## config.mk

```make
export PLATFORM = sky130hd
export DESIGN_NAME = adc_sar_ctrl_flat
export DESIGN_NICKNAME = d
export VERILOG_FILES = /design/src/rtl/adc_pkg.sv /design/src/rtl/adc_sar_ctrl_if.sv /design/src/rtl/adc_sar_datapath.sv /design/src/rtl/adc_sar_ctrl.sv /design/src/flat_wrapper.sv
export SDC_FILE = /design/constraint.sdc
export NUM_CORES = 1
export LEC_CHECK = 0
export ABC_AREA = 1
export BUFFER_PORTS_ARGS = -buffer_cell sky130_fd_sc_hd__buf_2
export CAP_MARGIN = 30
export CORE_MARGIN = 2
export CORE_UTILIZATION = 43
export CTS_CLUSTER_SIZE = 28
export DETAILED_ROUTE_END_ITERATION = 12
export PLACE_DENSITY_LB_ADDON = 0.25
export SYNTH_ARGS = -nofsm -noshare
export SYNTH_HDL_FRONTEND = slang
export SYNTH_SLANG_ARGS = --single-unit
```

## constraint.sdc

```tcl
create_clock -name clk -period 2.05 [get_ports clk]
set_input_delay 0.41 -clock clk [delete_from_list [all_inputs] [get_ports clk]]
set_output_delay 0.41 -clock clk [all_outputs]
set_load 0.01 [all_outputs]
```

## src/rtl/adc_pkg.sv

```systemverilog
// adc_pkg: FSM states and DAC switching modes shared by the SAR controller
package adc_pkg;
  typedef enum logic [2:0] {IDLE, INIT, SAMP, COMP, SETTLE, DONE} state_t;
  typedef enum logic {DAC_MONO = 1'b0, DAC_SPLIT = 1'b1} dac_mode_t;
endpackage

```

## src/rtl/adc_sar_ctrl_if.sv

```systemverilog
// adc_sar_ctrl_if: conversion-word stream towards readout, with overrun flag
interface adc_sar_ctrl_if #(parameter int N_BITS = 16);
  logic [N_BITS-1:0] result;
  logic result_valid;
  logic result_ready;
  logic overrun;
  modport master (output result, result_valid, overrun, input result_ready);
  modport slave (input result, result_valid, overrun, output result_ready);
endinterface

```

## src/rtl/adc_sar_datapath.sv

```systemverilog
// adc_sar_datapath: DAC state registers, decision-driven switching and result bit capture
module adc_sar_datapath import adc_pkg::*; #(
  parameter int N_BITS = 16,
  parameter int KW = 4
) (
  input  logic              clk,
  input  logic              rst_b,
  input  logic              init,
  input  logic              capture,
  input  logic [KW-1:0]     k,
  input  logic              dac_mode,
  input  logic              comp_out_p,
  input  logic              comp_out_n,
  input  logic [N_BITS-1:0] dac_astate_p,
  input  logic [N_BITS-1:0] dac_bstate_p,
  input  logic [N_BITS-1:0] dac_astate_n,
  input  logic [N_BITS-1:0] dac_bstate_n,
  output logic [N_BITS-1:0] dac_p,
  output logic [N_BITS-1:0] dac_n,
  output logic [N_BITS-1:0] word,
  output logic              comp_err
);
  logic tie, d, split;
  assign tie = comp_out_p == comp_out_n;
  assign d = comp_out_p & ~tie;
  assign split = dac_mode == DAC_SPLIT;
  // INIT loads the initial DAC states; each COMP cycle commits one decision for bit k
  always_ff @(posedge clk or negedge rst_b)
    if (!rst_b) begin
      dac_p <= '0;
      dac_n <= '0;
      word <= '0;
      comp_err <= 1'b0;
    end else if (init) begin
      dac_p <= dac_astate_p;
      dac_n <= dac_astate_n;
      word <= '0;
      comp_err <= 1'b0;
    end else if (capture) begin
      word[k] <= d;
      comp_err <= comp_err | tie;
      dac_p[k] <= d ? dac_bstate_p[k] : (split ? dac_astate_p[k] : dac_p[k]);
      dac_n[k] <= d ? (split ? dac_astate_n[k] : dac_n[k]) : dac_bstate_n[k];
    end
endmodule

```

## src/rtl/adc_sar_ctrl.sv

```systemverilog
// adc_sar_ctrl: clocked SAR ADC sequencer with internal sample/compare clocks and result handshake
module adc_sar_ctrl import adc_pkg::*; #(
  parameter int N_BITS = 16,
  parameter int SAMP_W = 4
) (
  input  logic              clk,
  input  logic              rst_b,
  input  logic              start,
  input  logic              cont,
  input  logic [SAMP_W-1:0] samp_len,
  input  logic              en_samp_p,
  input  logic              en_samp_n,
  input  logic              en_comp,
  input  logic              dac_mode,
  input  logic              dac_diffcaps,
  input  logic [N_BITS-1:0] dac_astate_p,
  input  logic [N_BITS-1:0] dac_bstate_p,
  input  logic [N_BITS-1:0] dac_astate_n,
  input  logic [N_BITS-1:0] dac_bstate_n,
  input  logic              comp_out_p,
  input  logic              comp_out_n,
  output logic              clk_samp_p,
  output logic              clk_samp_p_b,
  output logic              clk_samp_n,
  output logic              clk_samp_n_b,
  output logic              clk_comp,
  output logic [N_BITS-1:0] dac_state_p_main,
  output logic [N_BITS-1:0] dac_state_p_diff,
  output logic [N_BITS-1:0] dac_state_n_main,
  output logic [N_BITS-1:0] dac_state_n_diff,
  output logic              dac_invert_p_main,
  output logic              dac_invert_n_main,
  output logic              dac_invert_p_diff,
  output logic              dac_invert_n_diff,
  output logic              busy,
  output logic              comp_err,
  adc_sar_ctrl_if.master    rd
);
  localparam int KW = N_BITS > 1 ? $clog2(N_BITS) : 1;
  state_t state, nxt;
  logic [KW-1:0] k;
  logic [SAMP_W-1:0] cnt;
  logic [N_BITS-1:0] word, dac_p, dac_n;
  logic drop;
  assign drop = rd.result_valid & ~rd.result_ready;
  assign dac_state_p_main = dac_p;
  assign dac_state_p_diff = dac_p;
  assign dac_state_n_main = dac_n;
  assign dac_state_n_diff = dac_n;
  assign dac_invert_p_main = 1'b0;
  assign dac_invert_n_main = 1'b0;
  assign dac_invert_p_diff = dac_diffcaps;
  assign dac_invert_n_diff = dac_diffcaps;
  // next-state decode; the clock outputs are registered from it so they line up with their phases
  always_comb begin
    nxt = state;
    case (state)
      IDLE:    nxt = (start | cont) ? INIT : IDLE;
      INIT:    nxt = SAMP;
      SAMP:    nxt = (cnt == samp_len) ? COMP : SAMP;
      COMP:    nxt = SETTLE;
      SETTLE:  nxt = (k == '0) ? DONE : COMP;
      DONE:    nxt = cont ? INIT : IDLE;
      default: nxt = IDLE;
    endcase
  end
  // sequencer state, counters, glitch-free clock outputs and result handshake
  always_ff @(posedge clk or negedge rst_b)
    if (!rst_b) begin
      state <= IDLE;
      k <= '0;
      cnt <= '0;
      clk_samp_p <= 1'b0;
      clk_samp_p_b <= 1'b1;
      clk_samp_n <= 1'b0;
      clk_samp_n_b <= 1'b1;
      clk_comp <= 1'b0;
      busy <= 1'b0;
      rd.result <= '0;
      rd.result_valid <= 1'b0;
      rd.overrun <= 1'b0;
    end else begin
      state <= nxt;
      k <= state == INIT ? KW'(N_BITS - 1) : state == SETTLE ? k - 1'b1 : k;
      cnt <= state == SAMP ? cnt + 1'b1 : '0;
      clk_samp_p <= nxt == SAMP && en_samp_p;
      clk_samp_p_b <= !(nxt == SAMP && en_samp_p);
      clk_samp_n <= nxt == SAMP && en_samp_n;
      clk_samp_n_b <= !(nxt == SAMP && en_samp_n);
      clk_comp <= nxt == COMP && en_comp;
      busy <= nxt != IDLE;
      rd.overrun <= state == DONE && drop;
      if (state == DONE && !drop) begin
        rd.result <= word;
        rd.result_valid <= 1'b1;
      end else if (rd.result_ready)
        rd.result_valid <= 1'b0;
    end
  adc_sar_datapath #(.N_BITS(N_BITS), .KW(KW)) u_dp (
    .clk(clk),
    .rst_b(rst_b),
    .init(state == INIT),
    .capture(state == COMP),
    .k(k),
    .dac_mode(dac_mode),
    .comp_out_p(comp_out_p),
    .comp_out_n(comp_out_n),
    .dac_astate_p(dac_astate_p),
    .dac_bstate_p(dac_bstate_p),
    .dac_astate_n(dac_astate_n),
    .dac_bstate_n(dac_bstate_n),
    .dac_p(dac_p),
    .dac_n(dac_n),
    .word(word),
    .comp_err(comp_err)
  );
endmodule

```

## src/flat_wrapper.sv

```systemverilog
// flat-port wrapper written by rule: the top's interface ports become plain ports
module adc_sar_ctrl_flat import adc_pkg::*;
#(
  parameter int N_BITS = 16,
  parameter int SAMP_W = 4
)
  (clk, rst_b, start, cont, samp_len, en_samp_p, en_samp_n, en_comp, dac_mode, dac_diffcaps, dac_astate_p, dac_bstate_p, dac_astate_n, dac_bstate_n, comp_out_p, comp_out_n, clk_samp_p, clk_samp_p_b, clk_samp_n, clk_samp_n_b, clk_comp, dac_state_p_main, dac_state_p_diff, dac_state_n_main, dac_state_n_diff, dac_invert_p_main, dac_invert_n_main, dac_invert_p_diff, dac_invert_n_diff, busy, comp_err, rd_result, rd_result_valid, rd_overrun, rd_result_ready);
  adc_sar_ctrl_if #(.N_BITS(N_BITS)) rd_i ();
  input  logic clk;
  input  logic rst_b;
  input  logic start;
  input  logic cont;
  input  logic [SAMP_W-1:0] samp_len;
  input  logic en_samp_p;
  input  logic en_samp_n;
  input  logic en_comp;
  input  logic dac_mode;
  input  logic dac_diffcaps;
  input  logic [N_BITS-1:0] dac_astate_p;
  input  logic [N_BITS-1:0] dac_bstate_p;
  input  logic [N_BITS-1:0] dac_astate_n;
  input  logic [N_BITS-1:0] dac_bstate_n;
  input  logic comp_out_p;
  input  logic comp_out_n;
  output logic clk_samp_p;
  output logic clk_samp_p_b;
  output logic clk_samp_n;
  output logic clk_samp_n_b;
  output logic clk_comp;
  output logic [N_BITS-1:0] dac_state_p_main;
  output logic [N_BITS-1:0] dac_state_p_diff;
  output logic [N_BITS-1:0] dac_state_n_main;
  output logic [N_BITS-1:0] dac_state_n_diff;
  output logic dac_invert_p_main;
  output logic dac_invert_n_main;
  output logic dac_invert_p_diff;
  output logic dac_invert_n_diff;
  output logic busy;
  output logic comp_err;
  output wire logic [$bits(rd_i.result)-1:0] rd_result;
  output wire logic [$bits(rd_i.result_valid)-1:0] rd_result_valid;
  output wire logic [$bits(rd_i.overrun)-1:0] rd_overrun;
  input wire logic [$bits(rd_i.result_ready)-1:0] rd_result_ready;
  assign rd_result = rd_i.result;
  assign rd_result_valid = rd_i.result_valid;
  assign rd_overrun = rd_i.overrun;
  assign rd_i.result_ready = rd_result_ready;
  adc_sar_ctrl #(.N_BITS(N_BITS), .SAMP_W(SAMP_W)) u_core (.clk(clk), .rst_b(rst_b), .start(start), .cont(cont), .samp_len(samp_len), .en_samp_p(en_samp_p), .en_samp_n(en_samp_n), .en_comp(en_comp), .dac_mode(dac_mode), .dac_diffcaps(dac_diffcaps), .dac_astate_p(dac_astate_p), .dac_bstate_p(dac_bstate_p), .dac_astate_n(dac_astate_n), .dac_bstate_n(dac_bstate_n), .comp_out_p(comp_out_p), .comp_out_n(comp_out_n), .clk_samp_p(clk_samp_p), .clk_samp_p_b(clk_samp_p_b), .clk_samp_n(clk_samp_n), .clk_samp_n_b(clk_samp_n_b), .clk_comp(clk_comp), .dac_state_p_main(dac_state_p_main), .dac_state_p_diff(dac_state_p_diff), .dac_state_n_main(dac_state_n_main), .dac_state_n_diff(dac_state_n_diff), .dac_invert_p_main(dac_invert_p_main), .dac_invert_n_main(dac_invert_n_main), .dac_invert_p_diff(dac_invert_p_diff), .dac_invert_n_diff(dac_invert_n_diff), .busy(busy), .comp_err(comp_err), .rd(rd_i));
endmodule
```

Word level (Yosys, flattened, before mapping)
Cells that the tools add are included.

Add/sub/neg operators: 2. Multiply operators: 0. Divide/modulo/power cells: 0. Magnitude comparators: 2. Equal/unequal tests: 9. Shift-type cells: 0. Mux-type cells: 39. Bitwise logic cells: 6. Reductions and logical operators: 15.

Operator list (number): 16-bit 2-to-1 mux (6); 16-bit bitwise mux (3); 1-bit binary-select mux with 4-bit select (6); 1-bit 2-to-1 mux (18); 3-bit one-hot mux with 6 select lines (1); 3-bit by 2-bit == test with 1-bit output (second input constant) (4); 4-bit 2-to-1 mux (3); 3-bit == test (second input constant) (2); 1-bit logical AND (6); 2-bit nonzero test (3); 4-bit by 5-bit < comparator with 1-bit output (second input constant) (1); 4-bit by 1-bit adder with 4-bit output (second input constant) (1); 1-bit demux with 4-bit select (1); 4-bit == test (1); 4-bit by 1-bit >= comparator with 1-bit output (second input constant) (1); 4-bit logical NOT (1); 4-bit by 1-bit subtractor with 4-bit output (second input constant) (1); 3-bit by 1-bit == test with 1-bit output (second input constant) (1); 1-bit logical NOT (3); 3-bit logical NOT (1); 3-bit 2-to-1 mux (1); 3-bit nonzero test (1); 1-bit AND (2); 1-bit inverter (2); 2 further kinds (3).

Bits in registers: 84. Latch bits: 0. Bits in writable memories: 0. Bits in read-only memories: 0. Input port bits: 80. Output and inout bits: 93. Word-level logic and storage cells: 89. Memories kept: 0.

Depth between registers and ports, before layout
Gate-level depths: netlist (run 1).

Word-level depth: 7. Gate-level depth with buffers: 15. Depth with buffers taken out: 12.

Modules after synthesis
Synthesis (run 1) repeated with hierarchy kept, for this count alone.

Cells, all modules: 776. Area, all modules: 5337.6 um^2.

By module, submodules not included: adc_sar_datapath (times used 1, cells each 566, area an instance 3529.6 um^2, seq. area each 1226.2 um^2); adc_sar_ctrl (times used 1, cells each 210, area an instance 1808.0 um^2, seq. area each 878.3 um^2).

Worst setup path before layout (run 1)
OpenSTA, ideal clock, no wires.

Path type: reg2reg. From: register u_core.k[0]. To: register u_core.clk_samp_n. Arrival time: 1.656 ns. Data required time: 1.935 ns. Path slack: 0.280 ns. Cell stages (with the launch flop): 12. Buffers on the path: 2. Period minus slack after synthesis: 1.770 ns. Cells stage by stage: dfrtp_1 buf_6 inv_4 buf_4 ha_1 inv_1 nor2_1 nor2_1 nor3_1 nor2_1 nand2_1 inv_1.

Word-level cells in the longest chain between the ends: 5.

Ends and longest elaborated chain: start, declared (RTL line adc_sar_ctrl.sv:41) `logic [KW-1:0] k;`; start signal, assigned (RTL line adc_sar_ctrl.sv:84) `k <= state == INIT ? KW'(N_BITS - 1) : state == SETTLE ? k - 1'b1 : k;`; 4-bit logical NOT (RTL line adc_sar_ctrl.sv:62) `SETTLE: nxt = (k == '0) ? DONE : COMP;`; 3-bit 2-to-1 mux (RTL line adc_sar_ctrl.sv:62); 3-bit one-hot mux with 6 select lines (RTL line adc_sar_ctrl.sv:57) `case (state)`; 3-bit by 2-bit == test with 1-bit output (RTL line adc_sar_ctrl.sv:88) `clk_samp_n <= nxt == SAMP && en_samp_n;`; 1-bit logical AND (RTL line adc_sar_ctrl.sv:88); end signal, assigned (RTL line adc_sar_ctrl.sv:88); end, declared (RTL line adc_sar_ctrl.sv:24) `output logic clk_samp_n,`.

No other way between the ends. A chain may end at the register's enable or synchronous reset.

Final worst setup path (run 1)
From: register u_core.k[0]. To: register u_core.u_dp.dac_n[15].

Word-level cells in the longest chain between the ends: 7.

Ends and longest elaborated chain: 4-bit by 5-bit < comparator with 1-bit output (not written as such), or another cell as far along (RTL line adc_sar_datapath.sv:43) `dac_n[k] <= d ? (split ? dac_astate_n[k] : dac_n[k]) : dac_bstate_n[k];`; 1-bit logical AND (not written as such) / 1-bit 2-to-1 mux (equally long branches) (RTL line adc_sar_datapath.sv:43); 1-bit 2-to-1 mux (RTL line adc_sar_datapath.sv:43); 1-bit demux with 4-bit select / 1-bit 2-to-1 mux (equally long branches) (RTL line adc_sar_datapath.sv:43); 16-bit bitwise mux (*) (RTL line adc_sar_datapath.sv:43); 16-bit 2-to-1 mux (*) (RTL line adc_sar_datapath.sv:39) `end else if (capture) begin`; 16-bit 2-to-1 mux (*) (RTL line adc_sar_datapath.sv:34) `end else if (init) begin`; end signal, assigned (RTL line adc_sar_datapath.sv:36) `dac_n <= dac_astate_n;`; end signal, assigned by index (RTL line adc_sar_datapath.sv:43); end, declared (RTL line adc_sar_datapath.sv:19) `output logic [N_BITS-1:0] dac_n,`.

Every way passes the cells marked *; elsewhere a longest branch is shown, timed or not. The select of a mux whose other input is x is not followed.

==> summary by stage, run 1 <==
Status
The run finished, with violations left. The final reports fail on negative hold slack.

Timing
The shortest period the worst path allows is 1.95 ns. Setup violations remaining at the end of the flow were counted as 0. Hold timing on the final database bottoms out at a slack of -0.00114 ns. Across all setup checks in the final design, the least slack found is 0.101 ns. The share of the clock period used by the worst path is 95.1%.

Adding up every negative setup slack in the final design gives 0 ns. The final number of hold-violating endpoints came to 1. The max-slew violation total from the final report came to 0. Clock skew on the completed layout was measured at 0.00628 ns. The timing-limited maximum frequency is 513 MHz.

Critical path
The maximum fanout encountered on the critical timing path is 22. The data arrival time of the critical path is 2.17 ns. In this run the critical register-to-register path is launched from u_core.k[0]$_DFFE_PN0P_. The largest individual stage delay along the critical path comes from the cell sky130_fd_sc_hd__dfrtp_2.

STA classifies the critical path endpoint as a register. The worst setup path is of the register to register kind. The longest individual stage delay on the worst path is 0.48 ns. The worst setup path is launched from a register. The count of buffering cells on the critical path with inverters included is 3. The gate family responsible for the most delay along the worst path is flip-flops. The critical path data required time is 2.27 ns.

The signal on the critical path passes through buf_12 > ha_1 > inv_1 > nor2_1 > nand2_1 > nand2_1 > inv_1 > a21oi_1 > a21oi_1. The most critical setup path has its startpoint at u_core.k[0]$_DFFE_PN0P_.

Global routing
The number of global-route vias before repair is 4907. The residual overflow from global routing is 0. The overall fraction of global-route tracks in use is 24.3%. The number of antenna violations at the first check in global routing is 0. Entering global routing, the biggest net connects 51 pins.

The global-route wire length before repair is 25000 um.

Pwr
VDD sags by at most 0.624 mV. The analysis attributes to cell leakage a power of 3.38 nW. The power density relative to cell area is 1470 mW/mm2.

Final layout
After routing the design area is 0.00639 mm2. The flip-flop and latch area is 0.00211 mm2. The net total in the final layout is 969. 0 antenna diodes ended up in the layout. The number of cells in the finished layout apart from fillers is 1034. The post-route netlist has 25.5% of its cells at a drive strength greater than 1. After filler insertion, the fill cell instance count of the layout stands at 1217. The area added between synthesis and finish is 20.5%. The multi-input combinational cells in the finished layout cover a total of 0.00235 mm2.

CTS
The hold buffer count at cts is 0. The buffer type at the clock tree root is sky130_fd_sc_hd__clkbuf_16. Counting the buffers created by CTS gives 9. Counting along the longest clock path gives a buffer depth of 2.

TritonCTS built the clock tree. The clock-pin transition on the worst setup and hold timing paths is 0.06 ns. The clock sink total is 84. The clock reaches the later pin of the worst-skew pair after 0.34 ns. The H-tree generated during clock tree synthesis spans 3 levels.

Logic synthesis
The fraction of registers with async set/reset is 100%. The top flip-flop cell by instance count after synthesis is sky130_fd_sc_hd__dfrtp_1. The number of different library cells in the post-synthesis netlist is 29. The mean post-synth cell area is 7.13 um2. By count the netlist is led by 140 x sky130_fd_sc_hd__nand2_1, 95 x sky130_fd_sc_hd__inv_1, 93 x sky130_fd_sc_hd__nor2_1. The most used standard cell by instance count after synthesis is sky130_fd_sc_hd__nand2_1. The post-synthesis instance total is 745. The synthesis warning total is 0.

The synthesized design spends more area on one cell type than any other, namely sky130_fd_sc_hd__dfrtp_1. After synthesis, the largest area contributor takes up 38.7% of total cell area. In this run, synthesis inferred 0 flip-flops with an integrated enable. The synthesis-stage register bit count is 84.

The fraction of the yosys area taken by sequential cells is 39.6%. In the post-synthesis netlist, the biggest area contributors are sky130_fd_sc_hd__dfrtp_1 39%, sky130_fd_sc_hd__nand2_1 9.9%, sky130_fd_sc_hd__a21oi_1 7.9%. The synthesized netlist occupies a cell area of 0.00531 mm2.

Floorplan
The total core area is 0.0120 mm2. The full die area is 0.0133 mm2. The initialized floorplan defines 40 standard-cell rows. The die width is 115 um. The number of placed I/O pins is 173. The vertical die dimension is 115 um. The initial utilization of the core area, before any placement, comes to 44.2%.

Min path
The worst hold path class is input pin to async pin.

Route
The routed layout has 5409 vias. The number of nets with antenna violations after detailed routing is 0. After detailed routing, the number of vias per cell comes to 5.23. The DRC violation total after the first TritonRoute iteration is 449.

After detailed routing, the met2 layer carries 7650 um of wire. The top layer reached by signal wires is met4. Before antenna repair, the detailed router went through 5 iterations.

After detailed routing, the wire length on met1 is 7030 um. The routed design uses 1180 um of met3 wire. After detailed routing, the average wire length per cell comes to 15.7 um. The wire length reported by the detailed router is 16300 um. The total DRC errors in the routed layout is 0.

Job
The number of max-cap violations is 0.

Placement
The placed cell area is 0.00606 mm2. In this run the tool buffered the top-level ports with 167 buffer cells. After legalization and detailed placement, the total HPWL measured 12100 um.

At the end of routability-driven placement, the weighted congestion stood at 0.958. Counting tap cells, the placed design contains a total of 1017 instances. Before CTS, the worst setup slack after placement is 0.0779 ns.
-- power breakdown --
group / switching (mW) / internal (mW) / total, mW / leakage (nW)
logic: 3.25 / 1.88 / 5.14 / 2.19
clock network: 0.663 / 0.828 / 1.49 / 0.120
registers: 0.522 / 2.24 / 2.76 / 1.06
total: 4.44 / 4.95 / 9.39 / 3.38
-- kinds of logic (layout without fill, tap and decap cells) --
group                    Yosys count  count (layout)  synth area share, %
XOR/XNOR                           4               4                0.660
other                              1               2               0.0706
adder cells (fa/ha/maj)            7               7                 1.65
buffers and inverters            168             309                 17.0
AND/OR/NAND/NOR                  331             331                 26.4
flip-flops                        84              84                 39.6
AO/OA/AOI/OAI                    150             150                 14.6
-- path summary, 6_finish.rpt --
check	end	slack (ns)	depth (start not counted)
worst max-delay path	u_core.u_dp.dac_n[15]$_DFFE_PN0P_	0.10	9
worst min-delay path	u_core.cnt[1]$_DFF_PN0_	-0.001	1
worst max register to register	u_core.u_dp.dac_n[15]$_DFFE_PN0P_	0.10	9
worst min register to register	u_core.rd.result[4]$_DFFE_PN0P_	0.48	2
max in group asynchronous	u_core.u_dp.word[2]$_DFFE_PN0P_	1.49	2
min in group clk	u_core.clk_samp_p_b$_DFF_PN1_	0.21	2
-- flip-flops by register name, indices dropped and copies added (netlist names), 3 cells and up --
register,cells
u_core.rd.result,16
u_core.state,3
u_core.u_dp.dac_n,16
u_core.cnt,4
u_core.u_dp.dac_p,16
u_core.u_dp.word,16
u_core.k,4
-- cell type report --
| class | instances | share of cell area [%] |
|---|---|---|
| Timing Repair Buffer | 194 | 17.4 |
| Sequential cell | 84 | 32.9 |
| Clock inverter | 3 | 0.372 |
| Clock buffer | 13 | 3.76 |
| Tap cell | 147 | 2.88 |
| Multi-Input combinational cell | 494 | 36.7 |
| Inverter | 99 | 5.97 |
-- cells in the final DEF (no fill, tap or decap), drive strengths merged --
cell type and count:
buf 193, nand2 147, inv 100, nor2 96, a21oi 84, dfrtp 82, nand3 68, o21ai 46
o22ai 20, nor3 16, clkbuf 14, ha 7, xnor2 3, nand4 2, conb 2, clkinvlp 2
dfstp 2, nor4b 1, xor2 1, nor4 1
-- per-layer routing --
metal / up-vias / GRT usage (%)
li1: 2630 / -
met1: 2525 / 33.4
met2: 226 / 39.1
met3: 28 / 3.53
met4: 0 / 9.00
met5: - / 0
-- per-stage QoR --
stage,total power [mW],util [%]
finish,9.39,53.2
global route,10.1,53.2
CTS,9.28,52.6
detailed placement,7.78,50.4
global placement,7.72,50.4
floorplan,6.39,-
-- what timing repair did --
| item | 4_1_cts | 5_1_grt |
|---|---|---|
| setup endpoints to repair | 0 | 46 |
| resized for setup | 0 | 12 |
| setup buffers | 0 | 0 |
(Power assumes the default switching activity.)
==> inputs of run 2 (changes only) <==
- clock period: 2.05 -> 2.2 ns (I/O delays scaled with it)
==> run 2 against run 1 <==
  * The flow now finishes without violations
  * Critical path type unchanged
  * Hold slack better by 0.055 ns
  * Final area about the same
  * Sequential share of layout area about the same
  * Sequential power down 7%
  * Maximum frequency down 5.3%
==> summary by stage, run 2 (synthesis gave the netlist of run 1 again) <==
Critical path
The kind of launch point of the worst setup path is a register. The number of cell instances on the worst register-to-register path came to 10 (+1). The longest individual stage delay on the worst path was 0.52 ns (+0.04 ns).

The data arrival time of the critical path is 2.28 ns (+0.11 ns). The maximum fanout encountered on the critical timing path was 21 (-4.5%). The worst setup path is of the register to register kind. The critical path's slowest cell is sky130_fd_sc_hd__dfrtp_1. The count of buffering cells on the critical path with inverters included came to 2 (-1). The reg2reg setup slack is 0.14 ns (+0.04 ns). Counting stages on the worst path, the most repeated cell is sky130_fd_sc_hd__nand2_1.

The startpoint identified for the worst register-to-register timing path is u_core.k[0]$_DFFE_PN0P_. STA classifies the critical path endpoint as a register. The critical path data required time came to 2.42 ns (+0.15 ns).

In this run the critical register-to-register path is captured at u_core.u_dp.dac_n[7]$_DFFE_PN0P_. The gate family responsible for the most delay along the worst path is simple AND/OR/NAND/NOR gates. The signal on the critical path passes through inv_6 > buf_12 > o21ai_0 > nand2_1 > nand2_1 > nand2_1 > a21oi_1 > nand2_4 > nand3_1 > a21oi_1.

Global routing
The met2 usage in global routing is 38.3% (-0.86 points). The met3 usage in global routing is 3.90% (+0.37 points). The number of antenna violations at the first check in global routing came to 0 (unchanged). The overall fraction of global-route tracks in use was 24.2% (-0.053 points).

The residual overflow from global routing is 0 (unchanged). The number of global-route vias before repair came to 4733 (-3.5%). The maximum number of pins on one net before global-route repair is 51 (unchanged). The global routing met1 resource utilization is 34.4% (+1.1 points). The layer flagged by global routing as most heavily used is met2. The global-route wire length before repair is 25000 um (-0.11%).

Timing
The share of the clock period used by the worst path is 93.6% (-1.5 points). The timing-limited maximum frequency is 486 MHz (-5.3%). Headroom to the max-slew limit came out at 54.6%. The shortest period the worst path allows is 2.06 ns (+0.110 ns).

The total of endpoints with negative setup slack in the final report is 0 (unchanged). The final number of hold-violating endpoints is 0 (-1). At the pin with the least slew margin, the transition time is 0.680 ns. The setup skew after layout is 0.00816 ns (+0.00188 ns). The setup slack of the critical path after layout is 0.140 ns (+0.0400 ns). The max-slew violation total from the final report came to 0 (unchanged).

CTS
The number of setup buffers added after CTS was 0 (unchanged). TritonCTS built the clock tree. The CTS H-tree depth came to 3 (unchanged).

The clock-pin transition on the worst setup and hold timing paths is 0.06 ns (about the same). The worst-skew pair later-pin latency came to 0.34 ns (about the same). The worst-case clock buffer depth is 2 (unchanged). The cell sitting at the root of the clock tree is a sky130_fd_sc_hd__clkbuf_16. The number of CTS-inserted buffers came to 9 (unchanged). The clock sink total is 84 (unchanged).

The hold buffer count at cts is 0 (unchanged).

Placement
The count of buffers from port buffering is 167 (unchanged). The setup slack after placement is 0.164 ns (+0.0859 ns). The final RePlAce weighted congestion was 0.971 (+1.4%). The count of placed standard cells including taps is 1013 (-0.39%).

The placed wire-length estimate after detailed placement was 12000 um (-1.4%). The placed cell area was 0.00603 mm2 (-0.50%).

Route
The wire length reported by the detailed router is 16200 um (-0.36%). The total DRC errors in the routed layout came to 0 (unchanged). The detail-routed via count per cell was 5.22 (-0.16%). The number of nets with antenna violations after detailed routing is 0 (unchanged). The DRC violation total after the first TritonRoute iteration is 492 (+9.6%). The first-pass detailed-route iteration total came to 5 (unchanged). The wire length per cell was 15.7 um (+0.13%).

The count of vias placed by the detailed router came to 5374 (-0.65%).

Pwr
The switching power total came to 4.14 mW (-6.6%). The combinational fraction of design power was 51.5% (-3.2 points). The switching power as a share of total power is 45.6% (-1.6 points). The leakage dissipation came to 3.40 nW (+0.59%). The total design power is 9.08 mW (-3.3%). The sequential share of power is 28.2% (-1.2 points). The worst voltage drop across the vdd grid was 0.597 mV (-4.3%). The power density relative to cell area is 1420 mW/mm2 (-3.4%).

The internal portion of total power came to 4.94 mW (-0.34%). The part of the total power dissipated in the clock network is 20.3% (+4.4 points).

Final layout
The library cell used most frequently in the layout, excluding fill and tap cells, is sky130_fd_sc_hd__buf_2. The filler cell count was 1187 (-2.5%). The share of post-route cells with drive strength above 1 is 25.2% (-0.31 points). The final non-filler cell area was 0.00640 mm2 (about the same). The area added between synthesis and finish is 20.6% (about the same). The number of cells in the finished layout apart from fillers was 1029 (-0.48%). The net total in the final layout is 964 (-0.52%).

The top cell types in the final layout, fill and taps aside, are 166 x sky130_fd_sc_hd__buf_2, 140 x sky130_fd_sc_hd__nand2_1, 95 x sky130_fd_sc_hd__inv_1. The antenna diode count is 0 (unchanged).

Min path
In this run the worst hold path is classified as input pin to async pin.

Floorplan
The die width is 115 um (unchanged). The full die area is 0.0133 mm2 (unchanged). The number of placed I/O pins is 173 (unchanged).

The number of rows in the core area came to 40 (unchanged). The total core area was 0.0120 mm2 (unchanged). The initial core utilization is 44.2% (unchanged). The vertical die dimension came to 115 um (unchanged).

Job
The number of max-cap violations is 0 (unchanged).

Status
The flow ran to the end, and the final reports show no timing, DRC or antenna violations.
## run 2: final cells by class
class	count	area, um2	share of cell area, %
clock buffers	10	239	3.73
repair buffers	189	1050	16.5
multi-input cells	494	2320	36.3
well taps	147	184	2.87
inverters	99	379	5.92
flip-flops and latches	84	2100	32.9
clock inverters	6	119	1.86
## run 2: stage by stage
| stage | util, % | setup TNS, ns | hold WS (ns) |
|---|---|---|---|
| 2_1_floorplan | - | 0 | 0.144 |
| 3_3_place_gp | 50.2 | 0 | 0.423 |
| 3_5_place_dp | 50.2 | 0 | 0.427 |
| 4_1_cts | 53.2 | 0 | 0.0688 |
| 5_1_grt | 53.3 | -0.0109 | 0.0799 |
| 6_report | 53.3 | 0 | 0.0534 |
## run 2: worst max-delay path by stage
stage / start / endpoint / slack (ns) / cells after the start
floorplan: u_core.k[0]$_DFFE_PN0P_ / u_core.clk_samp_n$_DFF_PN0_ / 0.43 / 11
global placement: u_core.state[0]$_DFF_PN0_ / u_core.u_dp.word[12]$_DFFE_PN0P_ / 0.20 / 7
detailed placement: u_core.k[0]$_DFFE_PN0P_ / u_core.clk_samp_n$_DFF_PN0_ / 0.16 / 9
CTS: u_core.k[0]$_DFFE_PN0P_ / u_core.clk_samp_n$_DFF_PN0_ / 0.14 / 9
global route: u_core.k[0]$_DFFE_PN0P_ / u_core.u_dp.dac_p[0]$_DFFE_PN0P_ / -0.01 / 9
finish: u_core.k[0]$_DFFE_PN0P_ / u_core.u_dp.dac_n[7]$_DFFE_PN0P_ / 0.14 / 10
## run 2: per-layer routing
layer  vias up  part of all wire (%)
met4         0                   2.3
met2       238                    47
met3        33                   7.7
li1       2621                     -
met1      2482                    43
met5         -                     0
## run 2: power by group through the flow
| stage | combinational, mW | sequential (mW) | clock (mW) |
|---|---|---|---|
| after floorplan | 3.25 | 2.70 | 0 |
| after global placement | 4.59 | 2.57 | 0 |
| after detailed placement | 4.63 | 2.58 | 0 |
| after CTS | 4.65 | 2.56 | 1.84 |
| after global routing | 5.22 | 2.63 | 1.91 |
| final | 4.68 | 2.56 | 1.84 |
## run 2: what timing repair did
action / 4_1_cts / 5_1_grt
hold endpoints to repair: 0 / 0
endpoints found under the setup margin: 0 / 22
gates resized for setup: 0 / 3
==> inputs of run 3 (changes only) <==
- CTS_BUF_LIST: not set -> sky130_fd_sc_hd__clkbuf_8
==> run 3 against run 2 <==
  * Critical path type unchanged
  * Clock power decreased by 22%
  * Die area stayed put
  * Non-clock buffer count did not move
  * Register-to-register slack hardly changed
==> summary by stage, run 3 (synthesis gave the netlist of run 1 again) <==
CTS
The CTS H-tree depth is 3 (unchanged). The buffer type at the clock tree root is sky130_fd_sc_hd__clkbuf_8. The clock sink total is 84 (unchanged).

The hold buffer count at cts came to 0 (unchanged). TritonCTS built the clock tree. The number of resized instances in the post-cts repair step is 0 (unchanged).

The clock-pin transition on the worst setup and hold timing paths is 0.10 ns (+0.04 ns). The number of setup buffers added after CTS is 0 (unchanged). The worst-case clock buffer depth is 2 (unchanged). The worst-skew pair later-pin latency is 0.37 ns (+0.03 ns). The number of CTS-inserted buffers is 9 (unchanged).

Route
The wire length reported by the detailed router was 16100 um (-0.93%). The total DRC errors in the routed layout is 0 (unchanged). The count of vias placed by the detailed router is 5364 (-0.19%). The highest layer touched by signal routing is met4. The sum of met3 wire segment lengths after detailed routing is 1080 um (-13%). The number of nets with antenna violations after detailed routing came to 0 (unchanged). The first-pass detailed-route iteration total is 5 (unchanged). The wire length per cell is 15.6 um (-0.93%). The met2 routed wirelength is 7470 um (-1.9%). The detail-routed via count per cell is 5.21 (-0.19%). The DRC violation total after the first TritonRoute iteration was 384 (-22%). The wire length the detailed router placed on met1 is 7050 um (+0.96%).

Timing
Setup repair after global routing left no endpoint under its margin. The worst hold slack is 0.0204 ns (-0.0330 ns). The worst slew slack as a fraction of its limit is 54.8% (+0.21 points). The max-slew violation total from the final report came to 0 (unchanged). The setup skew after layout is 0.0130 ns (+0.00482 ns).

The final number of hold-violating endpoints is 0 (unchanged). The share of the clock period used by the worst path is 93.3% (-0.35 points). The transition time of the tightest slew-check pin is 0.677 ns (-0.00314 ns). The total of endpoints with negative setup slack in the final report is 0 (unchanged). The sum of negative setup slack is 0 ns (unchanged). The timing-limited maximum frequency is 487 MHz (+0.38%). The shortest period the worst path allows is 2.05 ns (-0.00778 ns).

Critical path
The critical path data required time is 2.46 ns (+0.04 ns). The kind of launch point of the worst setup path is a register. The maximum fanout encountered on the critical timing path is 21 (unchanged). The signal on the critical path passes through inv_1 > nor2_4 > inv_1 > nor2_4 > inv_2 > nand2_1 > o22ai_1. The longest individual stage delay on the worst path is 0.51 ns (about the same). The reg-to-reg startpoint is u_core.state[0]$_DFF_PN0_. The element type at the critical path end is a register. The type of the worst setup path is register to register.

For this design, the slowest cell found on the critical path is sky130_fd_sc_hd__nand2_1. The data arrival time of the critical path came to 2.31 ns (+0.03 ns). Tracing the worst setup path back leads to its startpoint at u_core.state[0]$_DFF_PN0_.

Status
The run finished with clean final reports.

Final layout
The number of cells in the finished layout apart from fillers came to 1029 (unchanged). The area added between synthesis and finish is 18.6%. The top cell types in the final layout, fill and taps aside, are 166 x sky130_fd_sc_hd__buf_2, 140 x sky130_fd_sc_hd__nand2_1, 95 x sky130_fd_sc_hd__inv_1.

The final non-filler cell area was 0.00630 mm2 (-1.6%). The library cell used most frequently in the layout, excluding fill and tap cells, is sky130_fd_sc_hd__buf_2. The net total in the final layout came to 964 (unchanged).

The share of post-route cells with drive strength above 1 is 25.2% (unchanged). The antenna diode count is 0 (unchanged).

Pwr
The power density relative to cell area is 1370 mW/mm2 (-3.2%). The leakage dissipation is 3.35 nW (-1.4%). The worst voltage drop across the vdd grid is 0.594 mV (-0.60%).

Placement
The count of placed standard cells including taps came to 1013 (unchanged). The placed cell area is 0.00603 mm2 (unchanged). The placed wire-length estimate after detailed placement is 12000 um (unchanged). The count of buffers from port buffering is 167 (unchanged).

The final RePlAce weighted congestion was 0.971 (unchanged).

Job
The number of max-cap violations is 0 (unchanged).

Global routing
The residual overflow from global routing is 0 (unchanged). The global-route wire length before repair is 24700 um (-0.97%). The overall fraction of global-route tracks in use is 24.1% (-0.15 points). The number of antenna violations at the first check in global routing was 0 (unchanged).

The maximum number of pins on one net before global-route repair was 51 (unchanged). The number of global-route vias before repair is 4716 (-0.36%).

Floorplan
The die width was 115 um (unchanged). The initial core utilization is 44.2% (unchanged). The number of placed I/O pins came to 173 (unchanged). The total core area is 0.0120 mm2 (unchanged). The vertical die dimension is 115 um (unchanged). The full die area is 0.0133 mm2 (unchanged).

The number of rows in the core area is 40 (unchanged).

Min path
The worst hold path class is input pin to async pin.
## run 3: area by class of cell
cell class                      count  area, um2
Inverter                           99        379
Clock inverter                      6        119
Clock buffer                       10        138
Tap cell                          147        184
Timing Repair Buffer              189       1050
Sequential cell                    84       2100
Multi-Input combinational cell    494       2320
Fill cell                        1213       5710
## run 3: through the flow
step | worst slack (ns) | utilization [%] | total power, mW
2_1_floorplan | 0.430 | - | 5.95
3_3_place_gp | 0.198 | 50.2 | 7.16
3_5_place_dp | 0.164 | 50.2 | 7.21
4_1_cts | 0.129 | 52.3 | 8.64
5_1_grt | 0.0131 | 52.4 | 9.34
6_report | 0.148 | 52.4 | 8.65
## run 3: worst max-delay path: cells and delay by family, from the launching register on
family                 cells  cell delay [ns]
AO/OA/AOI/OAI              1             0.39
buffers and inverters      3             0.55
flip-flops                 1             0.40
AND/OR/NAND/NOR            3             0.61
## run 3: final timing paths
kind,slack [ns],end,cells past startpoint
setup / recovery,0.15,u_core.u_dp.word[12]$_DFFE_PN0P_,7
hold / removal,0.02,u_core.u_dp.dac_p[10]$_DFFE_PN0P_,1
setup reg to reg,0.15,u_core.u_dp.word[12]$_DFFE_PN0P_,7
hold reg to reg,0.49,u_core.rd.result[4]$_DFFE_PN0P_,2
max in group asynchronous,1.56,u_core.clk_samp_n_b$_DFF_PN1_,2
min in group clk,0.20,u_core.clk_samp_p_b$_DFF_PN1_,2
## run 3: per-layer routing
layer | GRT usage, % | vias to the layer above
li1 | - | 2617
met4 | 9.72 | 0
met2 | 37.5 | 219
met5 | 0 | -
met3 | 2.90 | 33
met1 | 34.3 | 2495
## run 3: power breakdown
part / switching [mW] / internal (mW) / total [mW] / leakage (nW)
clock: 0.633 / 0.800 / 1.43 / 0.129
combinational: 2.97 / 1.69 / 4.66 / 2.16
sequential: 0.476 / 2.08 / 2.56 / 1.06
